$ cat src/rtl/source_arbiter.sv
// Round-robin arbiter: grants one of NUM show-ahead FIFOs to the one-hot byte muxer, one burst per grant.
// Define BURST_LIMIT_EN to also end a grant once MAX_BURST words have moved.
module source_arbiter #(
  parameter int NUM       = 4,
  parameter int MAX_BURST = 16,
  parameter int BURST_W   = 5
) (
  input  logic               clk,
  input  logic               rst,
  input  logic [NUM-1:0]     req,
  input  logic               ready,
  output logic [NUM-1:0]     rdreq,
  output logic [NUM-1:0]     ena_bus,
  output logic               out_valid,
  output logic               out_sop,
  output logic               burst_done,
  output logic [BURST_W-1:0] burst_len
);

  localparam int PTR_W = (NUM > 1) ? $clog2(NUM) : 1;
`ifdef BURST_LIMIT_EN
  localparam bit LIMIT_EN = 1'b1;
`else
  localparam bit LIMIT_EN = 1'b0;
`endif

  typedef enum logic {S_IDLE, S_BUSY} state_t;

  state_t             r_state, w_state;
  logic [NUM-1:0]     r_ena, w_ena;
  logic [PTR_W-1:0]   r_grant, w_grant;
  logic [PTR_W-1:0]   r_ptr, w_ptr;
  logic [BURST_W-1:0] r_cnt, w_cnt;
  logic [BURST_W-1:0] r_len, w_len;
  logic               r_first, w_first;
  logic               r_done, w_done;

  logic               w_req_g, w_xfer, w_limit, w_found_hi;
  logic [BURST_W-1:0] w_cnt_inc;
  logic [PTR_W-1:0]   w_pick, w_pick_hi, w_pick_lo, w_ptr_nxt;
  logic [NUM-1:0]     w_onehot;

  // r_ena is zero outside BUSY, so masking with it selects req[g] only
  assign w_req_g   = |(req & r_ena);
  assign w_xfer    = w_req_g & ready;
  assign w_cnt_inc = (w_xfer && (r_cnt != '1)) ? r_cnt + BURST_W'(1) : r_cnt;
  assign w_limit   = LIMIT_EN && w_xfer && (w_cnt_inc == BURST_W'(MAX_BURST));
  assign w_ptr_nxt = (r_grant == PTR_W'(NUM - 1)) ? '0 : r_grant + PTR_W'(1);

  // Wrap-around search: lowest requester at or above ptr, else lowest overall
  always_comb begin
    w_found_hi = 1'b0;
    w_pick_hi  = '0;
    w_pick_lo  = '0;
    for (int i = NUM - 1; i >= 0; i--) begin
      if (req[i]) w_pick_lo = PTR_W'(i);
      if (req[i] && (PTR_W'(i) >= r_ptr)) begin
        w_pick_hi  = PTR_W'(i);
        w_found_hi = 1'b1;
      end
    end
    w_pick = w_found_hi ? w_pick_hi : w_pick_lo;
    for (int i = 0; i < NUM; i++) w_onehot[i] = (PTR_W'(i) == w_pick);
  end

  always_comb begin
    w_state = r_state;
    w_ena   = r_ena;
    w_grant = r_grant;
    w_ptr   = r_ptr;
    w_cnt   = r_cnt;
    w_len   = r_len;
    w_first = r_first;
    w_done  = 1'b0;
    case (r_state)
      S_IDLE: begin
        if (|req) begin
          w_ena   = w_onehot;
          w_grant = w_pick;
          w_cnt   = '0;
          w_first = 1'b1;
          w_state = S_BUSY;
        end
      end
      S_BUSY: begin
        if (!w_req_g || w_limit) begin
          w_ena   = '0;
          w_ptr   = w_ptr_nxt;
          w_len   = w_cnt_inc;
          w_cnt   = w_cnt_inc;
          w_done  = 1'b1;
          w_state = S_IDLE;
        end else begin
          w_cnt = w_cnt_inc;
          if (w_xfer) w_first = 1'b0;
        end
      end
      default: w_state = S_IDLE;
    endcase
  end

  always_ff @(posedge clk or posedge rst) begin
    if (rst) begin
      r_state <= S_IDLE;
      r_ena   <= '0;
      r_grant <= '0;
      r_ptr   <= '0;
      r_cnt   <= '0;
      r_len   <= '0;
      r_first <= 1'b0;
      r_done  <= 1'b0;
    end else begin
      r_state <= w_state;
      r_ena   <= w_ena;
      r_grant <= w_grant;
      r_ptr   <= w_ptr;
      r_cnt   <= w_cnt;
      r_len   <= w_len;
      r_first <= w_first;
      r_done  <= w_done;
    end
  end

  assign ena_bus    = r_ena;
  assign rdreq      = r_ena & req & {NUM{ready}};
  assign out_valid  = |rdreq;
  assign out_sop    = r_first & out_valid;
  assign burst_done = r_done;
  assign burst_len  = r_len;

endmodule

$ cat config.mk
export PLATFORM = sky130hd
export DESIGN_NAME = source_arbiter
export DESIGN_NICKNAME = d
export VERILOG_FILES = /design/src/rtl/source_arbiter.sv
export SDC_FILE = /design/constraint.sdc
export NUM_CORES = 1
export LEC_CHECK = 0
export ABC_AREA = 1
export BUFFER_PORTS_ARGS = -buffer_cell sky130_fd_sc_hd__buf_2
export CORE_MARGIN = 8
export CORE_UTILIZATION = 29
export DETAILED_ROUTE_END_ITERATION = 8
export GPL_ROUTABILITY_DRIVEN = 1
export GPL_TIMING_DRIVEN = 0
export SETUP_SLACK_MARGIN = 0.15
export SKIP_LAST_GASP = 1
export SYNTH_ARGS = -nofsm -noshare
export SYNTH_HDL_FRONTEND = slang
export SYNTH_SLANG_ARGS = --single-unit
$ cat constraint.sdc
create_clock -name clk -period 2.4 [get_ports clk]
set_clock_uncertainty 0.2 [all_clocks]
set_input_delay 0.36 -clock clk [delete_from_list [all_inputs] [get_ports clk]]
set_output_delay 0.36 -clock clk [all_outputs]
set_load 0.01 [all_outputs]
==> impl_metrics.py <==
metrics = {
    "pwr": {
        "p_comb_share_pct": 48.0,
        "switching_share_pct": 45.4,
        "p_sw_uw": 706,
        "sequentialPowerShare_pct": 36.7,
        "pwr-share-clk_pct": 15.3,
        "power_density_nw_per_um2": 1120,
        "p_leak_uw": 0.000851,
        "irDropWorstVdd_v": 0.000467,
        "p_int_uw": 850,
    },
    "critical_path": {
        "crit_top_cell": "nand2_1",
        "end_kind": "flip-flop",
        "path_buf_inv": 1,
        "worst_ep_arrival_time_ns": 1.91,
        "slowest_stage": "dfrtp_1",
        "required_ns": 2.36,
        "crit_chain": "ha_1 > and3_1 > ha_1 > inv_1 > nand3_2 > nand2_1 > nand2_1 > nand2_1 > nand2_1",
        "criticalPathCategory": "flip-flop to flip-flop",
        "cp_max_fo": 6,
        "cp-start-kind": "flip-flop",
        "critical-path-max-stage-delay_ns": 0.44,
        "cp_top_family": "simple AND/OR/NAND/NOR gates",
    },
    "die": {
        "coreArea_um2": 3940,
        "die_w_um": 79.6,
        "die-height_um": 79.6,
        "initial_core_util_pct": 29.7,
        "ioPinCount": 23,
        "design.die.area_um2": 6330,
        "placementRows": 23,
    },
    "place": {
        "io_buffer_count": 22,
        "placed_cells": 230,
        "gp_congestion": 0.742,
        "hpwlAfterDp_mm": 2.05,
        "pre_cts_ws_ns": 0.456,
    },
    "synth": {
        "synth_compound_area_share_pct": 4.48,
        "synth_cell_types": 25,
        "syn_area_per_cell_um2": 7.42,
        "synth_mux_area_share_pct": 0,
        "synth_cells": 158,
        "ys_warn_count": 0,
        "synthAdderAreaFrac_pct": 3.20,
        "syn_area_um2": 1170,
        "yosys_register_bits": 21,
        "yosys.area_share.simple_pct": 38.7,
        "synth_top_family_by_area": "simple AND/OR/NAND/NOR gates",
        "syn_nets": 168,
        "synth_xor_area_share_pct": 0.747,
        "yosysSeqAreaShare_pct": 44.8,
    },
    "outcome": {
        "status": "finished clean",
    },
    "clocking": {
        "clk_latency_ns": 0.26,
        "cts-root-buf": "clkbuf_8",
        "post-cts-setup-buffers": 0,
        "cts_tree": "built",
        "cts_sinks": 21,
        "cts-resized-gates": 0,
        "cts_hold_buf": 0,
        "clk_pin_slew_ns": 0.08,
        "htreeDepth": 1,
        "numCtsBuffers": 3,
        "clock_path_buffers": 2,
    },
    "sta": {
        "rsz0062_at_grt": "no",
        "finalHoldViolations": 0,
        "post-route-period-util_pct": 81.5,
        "tightest_slew_ns": 0.798,
        "slew_headroom_pct": 46.7,
        "slew_viol_final": 0,
        "finalSetupViolCount": 0,
        "layout_min_cycle_time_ns": 1.96,
        "hold_ws_ns": 0.0354,
        "setup_slack_ns": 0.443,
        "fin_setup_tns_ns": 0,
        "fmax_mhz": 511,
    },
    "route": {
        "dr.pass1.iters": 4,
        "wirelength_mm": 2.67,
        "drtIter0Drc": 55,
        "wl_per_cell_um": 11.4,
        "drc": 0,
        "vias_per_cell": 4.37,
        "final_antenna_net_count": 0,
        "vias": 1022,
    },
    "grt": {
        "grt_max_degree": 22,
        "grt_overflow": 0,
        "grt_pass1_vias": 1028,
        "grt_pass1_wl_mm": 4.66,
        "antenna_found_initial": 0,
        "grt_util_all_layers_pct": 9.28,
    },
    "finish": {
        "fin_cells": 234,
        "fin_nets": 195,
        "fillers": 415,
        "area_growth_pct": 18.7,
        "drive_gt1_share_pct": 21.7,
        "antenna_cells": 0,
    },
    "worst_hold_path": {
        "hp-class": "input pin to async pin",
    },
    "run": {
        "drv_cap": 0,
    },
}
layout make-up:
| cell class | count | area [µm²] | share of cell area, % |
|---|---|---|---|
| Timing Repair Buffer | 22 | 110 | 7.91 |
| Inverter | 23 | 88.8 | 6.38 |
| Clock buffer | 3 | 41.3 | 2.97 |
| Clock inverter | 1 | 5.00 | 0.360 |
| Buffer | 1 | 5.00 | 0.360 |
| Multi-Input combinational cell | 113 | 553 | 39.7 |
| Tap cell | 50 | 62.6 | 4.50 |
| Sequential cell | 21 | 526 | 37.8 |
cell families (layout without fill, tap and decap cells):
logic type | after synthesis | count (layout)
AO/OA/AOI/OAI | 8 | 8
XOR/XNOR | 1 | 1
adder cells (fa/ha/maj) | 3 | 3
buffers and inverters | 24 | 50
flip-flops | 21 | 21
AND/OR/NAND/NOR | 101 | 101
cells in the mapped netlist:
| cell | n | area (µm²) |
|---|---|---|
| and2_1 | 1 | 6.26 |
| nand2_1 | 72 | 270 |
| o31ai_1 | 1 | 7.51 |
| o21ai_2 | 2 | 17.5 |
| and3_1 | 1 | 6.26 |
| ha_1 | 3 | 37.5 |
| dfrtp_1 | 21 | 526 |
| nand3_2 | 1 | 10.0 |
| nand3b_1 | 1 | 7.51 |
| o21ai_0 | 1 | 5.00 |
| nand2_2 | 1 | 6.26 |
| nand2_4 | 1 | 11.3 |
| inv_4 | 1 | 6.26 |
| inv_2 | 5 | 18.8 |
| o21ai_1 | 1 | 5.00 |
| nand3_1 | 14 | 70.1 |
| nand4_1 | 1 | 6.26 |
| inv_1 | 17 | 63.8 |
| nand3_4 | 1 | 17.5 |
| a22oi_1 | 1 | 7.51 |
| buf_2 | 1 | 5.00 |
| nor2_1 | 6 | 22.5 |
| a21oi_1 | 2 | 10.0 |
| nor2_8 | 1 | 20.0 |
| xor2_1 | 1 | 8.76 |
per-layer routing:
| metal | up-vias | track usage, % | share of wire, % |
|---|---|---|---|
| met5 | - | 0 | 0 |
| met4 | 0 | 5.37 | 2.9 |
| met3 | 9 | 2.14 | 3.3 |
| met2 | 16 | 16.1 | 49 |
| met1 | 456 | 10.1 | 45 |
| li1 | 541 | - | - |
sequential cells by signal (all words and copies together) (netlist names):
signal,flops
r_grant,2
burst_done,1
burst_len,5
r_ptr,2
r_cnt,5
ena_bus,4
r_first,1
r_state,1
worst register-to-register path: stages (launching register included):
cell and delay [ns]:
dfrtp_1 0.44, ha_1 0.24, and3_1 0.19, ha_1 0.17, inv_1 0.17, nand3_2 0.17
nand2_1 0.09, nand2_1 0.07, nand2_1 0.06, nand2_1 0.05
cell usage in the layout (no fill, tap or decap), types with 3 or more instances in the layout:
cell type / netlist / final
ha_1: 3 / 3
nor2_1: 6 / 6
clkbuf_8: 0 / 3
inv_2: 5 / 5
inv_1: 17 / 17
dfrtp_1: 21 / 21
nand2_1: 72 / 72
buf_2: 1 / 23
nand3_1: 14 / 14
through the flow:
| stage | util (%) | instance area, µm² | power (µW) |
|---|---|---|---|
| global placement | 34.1 | 1350 | 1330 |
| CTS | 35.3 | 1390 | 1580 |
| global route | 35.3 | 1390 | 1710 |
| floorplan | - | 1170 | 1110 |
| detailed placement | 34.1 | 1350 | 1340 |
| finish | 35.3 | 1390 | 1560 |
power groups by stage:
stage,clock network (µW),registers (µW),logic (µW)
6_report,238,571,748
4_1_cts,245,572,764
5_1_grt,257,588,863
3_5_place_dp,0,579,762
3_3_place_gp,0,576,751
2_1_floorplan,0,586,523
final timing paths:
| path | from | end | slack, ns | depth (start not counted) |
|---|---|---|---|---|
| hold / removal | rst | ena_bus[3] | 0.04 | 2 |
| setup reg to reg | r_cnt[0] | burst_len[0] | 0.44 | 9 |
| hold reg to reg | burst_len[2] | burst_len[2] | 0.28 | 2 |
| max in group asynchronous | rst | burst_len[3] | 1.47 | 2 |
| min in group clk | burst_len[2] | burst_len[2] | 0.28 | 2 |
| setup / recovery | r_cnt[0] | burst_len[0] | 0.44 | 9 |
(Power assumes the default switching activity.)
